[config.mk]
export PLATFORM = sky130hd
export DESIGN_NAME = seg7_spi_display
export DESIGN_NICKNAME = d
export VERILOG_FILES = /design/src/rtl/seg7_spi_display.sv
export SDC_FILE = /design/constraint.sdc
export NUM_CORES = 1
export LEC_CHECK = 0
export ABC_AREA = 0
export BUFFER_PORTS_ARGS = -buffer_cell sky130_fd_sc_hd__buf_2
export CAP_MARGIN = 20
export CORE_ASPECT_RATIO = 1.2
export CORE_MARGIN = 5
export CORE_UTILIZATION = 45
export DETAILED_ROUTE_END_ITERATION = 10
export PLACE_DENSITY = 0.66
export SLEW_MARGIN = 30
export SYNTH_ARGS = -nofsm -noshare
export SYNTH_HDL_FRONTEND = slang
export SYNTH_SLANG_ARGS = --single-unit
[constraint.sdc]
create_clock -name clk_i -period 1.95 [get_ports clk_i]
set_input_delay 0.195 -clock clk_i [delete_from_list [all_inputs] [get_ports clk_i]]
set_output_delay 0.195 -clock clk_i [all_outputs]
set_load 0.005 [all_outputs]
[src/rtl/seg7_spi_display.sv]
// Binary value to multi-digit 7-segment display, driven over SPI into 74HC595 shift registers.
// Double-dabble conversion, segment encoding, then per-digit or daisy-chained frames.
module seg7_spi_display #(
  parameter int DIGITS         = 2,
  parameter int VAL_W          = 8,
  parameter int SCLK_DIV       = 4,
  parameter int CS_MODE        = 0,
  parameter int BLANK_LZ       = 1,
  parameter int SEG_ACTIVE_LOW = 0
) (
  input  logic              clk_i,
  input  logic              rst_ni,
  input  logic              start_i,
  input  logic [VAL_W-1:0]  value_i,
  input  logic [DIGITS-1:0] dp_mask_i,
  output logic              busy_o,
  output logic              done_o,
  output logic              overflow_o,
  output logic              sclk_o,
  output logic              mosi_o,
  output logic [DIGITS-1:0] cs_n_o
);

  localparam int FB  = (CS_MODE == 1) ? 8 * DIGITS : 8;
  localparam int NF  = (CS_MODE == 1) ? 1 : DIGITS;
  localparam int DW  = $clog2(SCLK_DIV) + 1;
  localparam int BW  = $clog2(FB);
  localparam int POW = 10 ** DIGITS;

  typedef enum logic [2:0] {IDLE, CONV, ENC, LOAD, SHIFT, HOLD, GAP, FIN} state_t;

  function automatic logic [7:0] seg_lut(input logic [3:0] d);
    logic [7:0] s;
    case (d)
      4'd0:    s = 8'h3F;
      4'd1:    s = 8'h06;
      4'd2:    s = 8'h5B;
      4'd3:    s = 8'h4F;
      4'd4:    s = 8'h66;
      4'd5:    s = 8'h6D;
      4'd6:    s = 8'h7D;
      4'd7:    s = 8'h07;
      4'd8:    s = 8'h7F;
      4'd9:    s = 8'h6F;
      default: s = 8'h00;
    endcase
    return s;
  endfunction

  function automatic logic [4*DIGITS-1:0] dabble_adj(input logic [4*DIGITS-1:0] b);
    logic [4*DIGITS-1:0] r;
    for (int i = 0; i < DIGITS; i++) begin
      if (b[4*i +: 4] >= 4'd5) r[4*i +: 4] = b[4*i +: 4] + 4'd3;
      else                     r[4*i +: 4] = b[4*i +: 4];
    end
    return r;
  endfunction

  // Walk from the most significant digit down so leading zeros can be tracked.
  function automatic logic [8*DIGITS-1:0] encode(input logic [4*DIGITS-1:0] bcd,
                                                 input logic [DIGITS-1:0]   dp,
                                                 input logic                ovf);
    logic [8*DIGITS-1:0] r;
    logic [7:0]          byt;
    logic                lead;
    lead = 1'b1;
    r    = '0;
    for (int i = DIGITS - 1; i >= 0; i--) begin
      lead = lead & (bcd[4*i +: 4] == 4'd0);
      if (ovf)                                  byt = 8'h40;
      else if (BLANK_LZ == 1 && lead && i != 0) byt = 8'h00;
      else                                      byt = seg_lut(bcd[4*i +: 4]);
      if (dp[i]) byt = byt | 8'h80;
      else       byt = byt;
      if (SEG_ACTIVE_LOW == 1) byt = ~byt;
      else                     byt = byt;
      r[8*i +: 8] = byt;
    end
    return r;
  endfunction

  function automatic logic [FB-1:0] frame_word(input logic [8*DIGITS-1:0] bytes, input int f);
    logic [8*DIGITS-1:0] sh;
    sh = bytes >> (8 * f);
    return sh[FB-1:0];
  endfunction

  function automatic logic [DIGITS-1:0] cs_sel(input int f);
    if (CS_MODE == 1) return ~DIGITS'(1);
    else              return ~(DIGITS'(1) << f);
  endfunction

  state_t                    state_q, state_d;
  logic [3:0]                conv_q, conv_d;
  logic [DW-1:0]             div_q, div_d;
  logic [BW-1:0]             bit_q, bit_d;
  logic [1:0]                frame_q, frame_d;
  logic [VAL_W-1:0]          bin_q, bin_d;
  logic [4*DIGITS-1:0]       bcd_q, bcd_d;
  logic [DIGITS-1:0]         dp_q, dp_d;
  logic                      ovfp_q, ovfp_d;
  logic [8*DIGITS-1:0]       bytes_q, bytes_d;
  logic [FB-1:0]             shreg_q, shreg_d;
  logic                      sclk_q, sclk_d, mosi_q, mosi_d;
  logic [DIGITS-1:0]         cs_n_q, cs_n_d;
  logic                      busy_q, busy_d, done_q, done_d, ovf_q, ovf_d;
  logic [8*DIGITS-1:0]       enc_s;
  logic [4*DIGITS+VAL_W-1:0] dd_s;
  logic [FB-1:0]             word_s;

  assign enc_s = encode(bcd_q, dp_q, ovfp_q);
  assign dd_s  = {dabble_adj(bcd_q), bin_q} << 1;

  // Next-state and registered-output decode; outputs are set on entry to the state they belong to.
  always_comb begin
    state_d = state_q;
    conv_d  = conv_q;
    div_d   = div_q;
    bit_d   = bit_q;
    frame_d = frame_q;
    bin_d   = bin_q;
    bcd_d   = bcd_q;
    dp_d    = dp_q;
    ovfp_d  = ovfp_q;
    bytes_d = bytes_q;
    shreg_d = shreg_q;
    sclk_d  = sclk_q;
    mosi_d  = mosi_q;
    cs_n_d  = cs_n_q;
    busy_d  = busy_q;
    done_d  = 1'b0;
    ovf_d   = ovf_q;
    word_s  = '0;
    case (state_q)
      IDLE: begin
        if (start_i) begin
          state_d = CONV;
          bin_d   = value_i;
          dp_d    = dp_mask_i;
          bcd_d   = '0;
          conv_d  = 4'd0;
          ovfp_d  = (32'(value_i) >= 32'(POW));
          ovf_d   = 1'b0;
          busy_d  = 1'b1;
        end else begin
          state_d = IDLE;
        end
      end
      CONV: begin
        {bcd_d, bin_d} = dd_s;
        conv_d         = conv_q + 4'd1;
        if (conv_q == 4'(VAL_W - 1)) state_d = ENC;
        else                         state_d = CONV;
      end
      ENC: begin
        word_s  = frame_word(enc_s, 0);
        state_d = LOAD;
        bytes_d = enc_s;
        ovf_d   = ovfp_q;
        frame_d = 2'd0;
        shreg_d = word_s;
        mosi_d  = word_s[FB-1];
        cs_n_d  = cs_sel(0);
        sclk_d  = 1'b0;
      end
      LOAD: begin
        state_d = SHIFT;
        div_d   = '0;
        bit_d   = '0;
      end
      SHIFT: begin
        if (div_q == DW'(SCLK_DIV - 1)) begin
          div_d = '0;
          if (!sclk_q) begin
            sclk_d = 1'b1;
          end else begin
            sclk_d = 1'b0;
            if (bit_q == BW'(FB - 1)) begin
              state_d = HOLD;
            end else begin
              bit_d   = bit_q + BW'(1);
              shreg_d = shreg_q << 1;
              mosi_d  = shreg_q[FB-2];
            end
          end
        end else begin
          div_d = div_q + DW'(1);
        end
      end
      HOLD: begin
        if (div_q == DW'(SCLK_DIV - 1)) begin
          div_d   = '0;
          state_d = GAP;
          cs_n_d  = '1;
        end else begin
          div_d = div_q + DW'(1);
        end
      end
      GAP: begin
        if (div_q == DW'(SCLK_DIV - 1)) begin
          div_d = '0;
          if (frame_q == 2'(NF - 1)) begin
            state_d = FIN;
          end else begin
            word_s  = frame_word(bytes_q, int'(frame_q) + 1);
            state_d = LOAD;
            frame_d = frame_q + 2'd1;
            shreg_d = word_s;
            mosi_d  = word_s[FB-1];
            cs_n_d  = cs_sel(int'(frame_q) + 1);
          end
        end else begin
          div_d = div_q + DW'(1);
        end
      end
      FIN: begin
        state_d = IDLE;
        done_d  = 1'b1;
        busy_d  = 1'b0;
      end
      default: begin
        state_d = IDLE;
        cs_n_d  = '1;
        sclk_d  = 1'b0;
        busy_d  = 1'b0;
      end
    endcase
  end

  // State and datapath registers.
  always_ff @(posedge clk_i or negedge rst_ni) begin
    if (!rst_ni) begin
      state_q <= IDLE;
      conv_q  <= 4'd0;
      div_q   <= '0;
      bit_q   <= '0;
      frame_q <= 2'd0;
      bin_q   <= '0;
      bcd_q   <= '0;
      dp_q    <= '0;
      ovfp_q  <= 1'b0;
      bytes_q <= '0;
      shreg_q <= '0;
      sclk_q  <= 1'b0;
      mosi_q  <= 1'b0;
      cs_n_q  <= '1;
      busy_q  <= 1'b0;
      done_q  <= 1'b0;
      ovf_q   <= 1'b0;
    end else begin
      state_q <= state_d;
      conv_q  <= conv_d;
      div_q   <= div_d;
      bit_q   <= bit_d;
      frame_q <= frame_d;
      bin_q   <= bin_d;
      bcd_q   <= bcd_d;
      dp_q    <= dp_d;
      ovfp_q  <= ovfp_d;
      bytes_q <= bytes_d;
      shreg_q <= shreg_d;
      sclk_q  <= sclk_d;
      mosi_q  <= mosi_d;
      cs_n_q  <= cs_n_d;
      busy_q  <= busy_d;
      done_q  <= done_d;
      ovf_q   <= ovf_d;
    end
  end

  assign busy_o     = busy_q;
  assign done_o     = done_q;
  assign overflow_o = ovf_q;
  assign sclk_o     = sclk_q;
  assign mosi_o     = mosi_q;
  assign cs_n_o     = cs_n_q;

endmodule

==> key figures <==
Clock tree
  • Depth of the CTS H-tree: 2
  • Worst-Skew Late Latency: 0.31 ns
  • CTS tree: done
  • Clock-pin slew on the worst setup and hold paths: 0.11 ns
  • Clock root buffer: clkbuf_8
  • Maximum root-to-sink buffer count: 2
  • Total clock sinks: 56
  • Number of buffers inserted during clock tree synthesis: 5

Timing
  • Transition time of the tightest slew-check pin: 0.5101 ns
  • Relative max-transition margin: 0.6595
  • Post-route setup TNS: 0 ns
  • Final WS setup: 0.05673 ns
  • Setup repair after global routing missed its margin: false
  • Final cycle utilization of the critical path: 0.9709
  • Final hold violation count: 0
  • Final min period: 1.893 ns
  • Worst clock skew: 0.01090 ns
  • Final setup violating endpoints: 0
  • Top achievable clock speed: 528.2 MHz
  • Count of pins over their slew limit: 0

Global routing
  • Via count of the first global-routing pass: 2326
  • Pin count of the biggest net entering global routing: 57
  • All-Layer GR Usage: 0.1541
  • Antenna violations before repair: 0
  • Leftover overflow at the end of global routing: 0
  • Global-route wire length before repair: 10.92 mm

Synthesis
  • Post-Synthesis Cell Area: 3249 um2
  • Post-synthesis register bit count: 56
  • Ys flop type: dfrtp_1
  • Post-Synthesis Cells: 332
  • Netlist cell types: 51
  • Average cell area after synthesis: 9.787 um2
  • Ys Warns: 0
  • Part of the Yosys area used for sequential elements: 0.4320
  • Fraction of synthesis flops using an asynchronous set or reset pin: 1.000
  • Post-synthesis net count: 364
  • Number of synthesized flops with an enable pin: 0

Run
  • # Max-Cap Violations: 0

Worst hold path
  • Hold path startpoint: dp_mask_i[0]
  • Terminating pin of the worst hold path: dp_q[0]
  • Min-Delay Path Class: input port to register
  • Hold Path Cell Cnt: 2

Floorplanning
  • Number of standard-cell rows in the floorplan: 34
  • Number of top-level pins: 20
  • Starting Density: 0.4547
  • CORE AREA: 7147 um2
  • Full die area: 9027 um2
  • Die width: 87.57 um
  • Overall die height: 103.1 um

Power
  • Max VDD drop: 0.2801 mV
  • PD cells: 531.1 nW/um2
  • Leakage: 1.670 nW

Status
  • Result of the run: finished clean

Finish
  • Multi-input logic area: 1675 um2
  • Most frequent standard cell in the layout excluding fill and tap cells: dfrtp_1
  • Fillers: 683
  • Syn-to-layout area delta: 12.21%
  • Fin nets: 396
  • Share of final-layout standard cells stronger than drive strength 1: 0.2000
  • Sequential cell area: 1404 um2
  • Most used cells in the layout excluding fill and tap cells: dfrtp_1 (54), o21ai_0 (36), nand2_1 (34)
  • Total inserted antenna cells: 0

Drt
  • Average wire length per cell after detail routing: 14.37 um
  • Number of design-rule violations left by the first detailed-router iteration: 79
  • Number of vias per cell: 5.354
  • Via total after detailed routing: 2436
  • Post-route ant nets: 0
  • Drt first pass iters: 4
  • DRC Markers: 0
  • Total Routed Length: 6.537 mm

Worst setup path
  • Required time reported for the critical path endpoint: 2.15 ns
  • Crit path DAT: 2.09 ns
  • Startpoint of the worst-slack reg-to-reg timing path: frame_q[1]
  • Reg-to-reg critical path endpoint: shreg_q[2]
  • Capturing element type of the critical path: register
  • Maximum fanout along the worst path: 8
  • Slack of the worst reg-to-reg path: 0.06 ns
  • Critical path class: register to register
  • Nature of the critical path startpoint: register
  • Worst Reg2Reg Path Length in Cells: 7

Place
  • Worst Setup Slack post-DPL: 0.01637 ns
  • Post-detailed-placement half-perimeter wirelength: 4.802 mm
  • Port bufs: 19
  • Final RePlAce weighted congestion: 0.8037
logic make-up (layout without fill, tap and decap cells):
logic type	after synthesis	count (layout)	synth area share
flip-flops	56	56	0.4320
XOR/XNOR	3	3	0.008088
multiplexers	25	25	0.08895
buffers and inverters	34	67	0.05622
adder cells (fa/ha/maj)	19	19	0.07316
AND/OR/NAND/NOR	110	110	0.1841
AO/OA/AOI/OAI	85	85	0.1575
layer usage:
| layer | global-route usage | up-vias | share of wire | routed length [um] |
|---|---|---|---|---|
| met5 | 0 | - | 0 | 0 |
| met4 | 0.04604 | 0 | 0.013 | 86 |
| met3 | 0.02638 | 6 | 0.013 | 86 |
| met2 | 0.2645 | 15 | 0.51 | 3351 |
| met1 | 0.1984 | 1195 | 0.46 | 3012 |
| li1 | - | 1220 | - | - |
metrics by stage:
step	util	total power, mW	hold slack [ns]	cell area, um2	instances
after detailed placement	0.4932	1.302	0.2210	3525	445
final	0.5102	1.936	0.1068	3646	455
after floorplan	-	1.246	-0.1006	3249	332
after CTS	0.5088	1.962	0.09882	3636	455
after global placement	0.4932	1.299	0.2197	3525	445
after global routing	0.5102	2.015	0.09455	3646	455
worst max-delay path, stage by stage (launching register included):
cell and delay, ns:
dfrtp_1 0.36, inv_1 0.07, ha_2 0.18, or3b_4 0.42, a21oi_4 0.14, a41o_1 0.16
buf_12 0.15, mux2_4 0.30
power breakdown:
part / switching [mW] / internal (mW)
clock network: 0.400 / 0.259
registers: 0.0158 / 1.18
logic: 0.0446 / 0.0390
total: 0.460 / 1.48
worst max-delay path by stage:
| stage | start | endpoint | slack, ns |
|---|---|---|---|
| 2_1_floorplan | frame_q[0] | mosi_o | 0.008 |
| 3_3_place_gp | frame_q[1] | shreg_q[3] | 0.05 |
| 3_5_place_dp | frame_q[1] | shreg_q[0] | 0.02 |
| 4_1_cts | frame_q[1] | shreg_q[3] | 0.02 |
| 5_1_grt | frame_q[1] | shreg_q[2] | 0.005 |
| 6_report | frame_q[1] | shreg_q[2] | 0.06 |
synth_stat cells, types with 7 or more instances:
| cell type | number | area [um2] |
|---|---|---|
| mux2_4 | 7 | 105.1 |
| nor3_1 | 8 | 40.04 |
| nand2_1 | 34 | 127.6 |
| a21oi_1 | 19 | 95.09 |
| dfrtp_1 | 54 | 1351 |
| nor2b_1 | 10 | 62.56 |
| nand2b_1 | 9 | 56.30 |
| inv_1 | 16 | 60.06 |
| nor2_1 | 22 | 82.58 |
| mux2i_1 | 15 | 150.1 |
| o21ai_0 | 36 | 180.2 |
| ha_1 | 19 | 237.7 |
final cells by class:
cell class                      count  area share
Multi-Input combinational cell    242      0.4595
Sequential cell                    56      0.3850
Timing Repair Buffer               43     0.08305
Tap cell                           90     0.03089
Clock buffer                        5     0.01887
Inverter                           16     0.01647
Clock inverter                      3    0.006177
sequential cells by signal (all words and copies together), names as in the netlist:
register / flops
state_q: 3
busy_o: 1
ovfp_q: 1
bin_q: 8
done_o: 1
div_q: 3
mosi_o: 1
frame_q: 2
bcd_q: 8
conv_q: 4
sclk_o: 1
dp_q: 2
shreg_q: 7
bit_q: 3
overflow_o: 1
cs_n_o: 2
bytes_q: 8
timing repair:
item                       in CTS  in global routing
setup buffers                   1                  0
hold buffers                    1                  0
gates resized for setup         1                  2
pin swaps                       1                  0
hold endpoints to repair       54                  0
setup endpoints to repair       7                  7
Power figures use the tool's default switching activity.
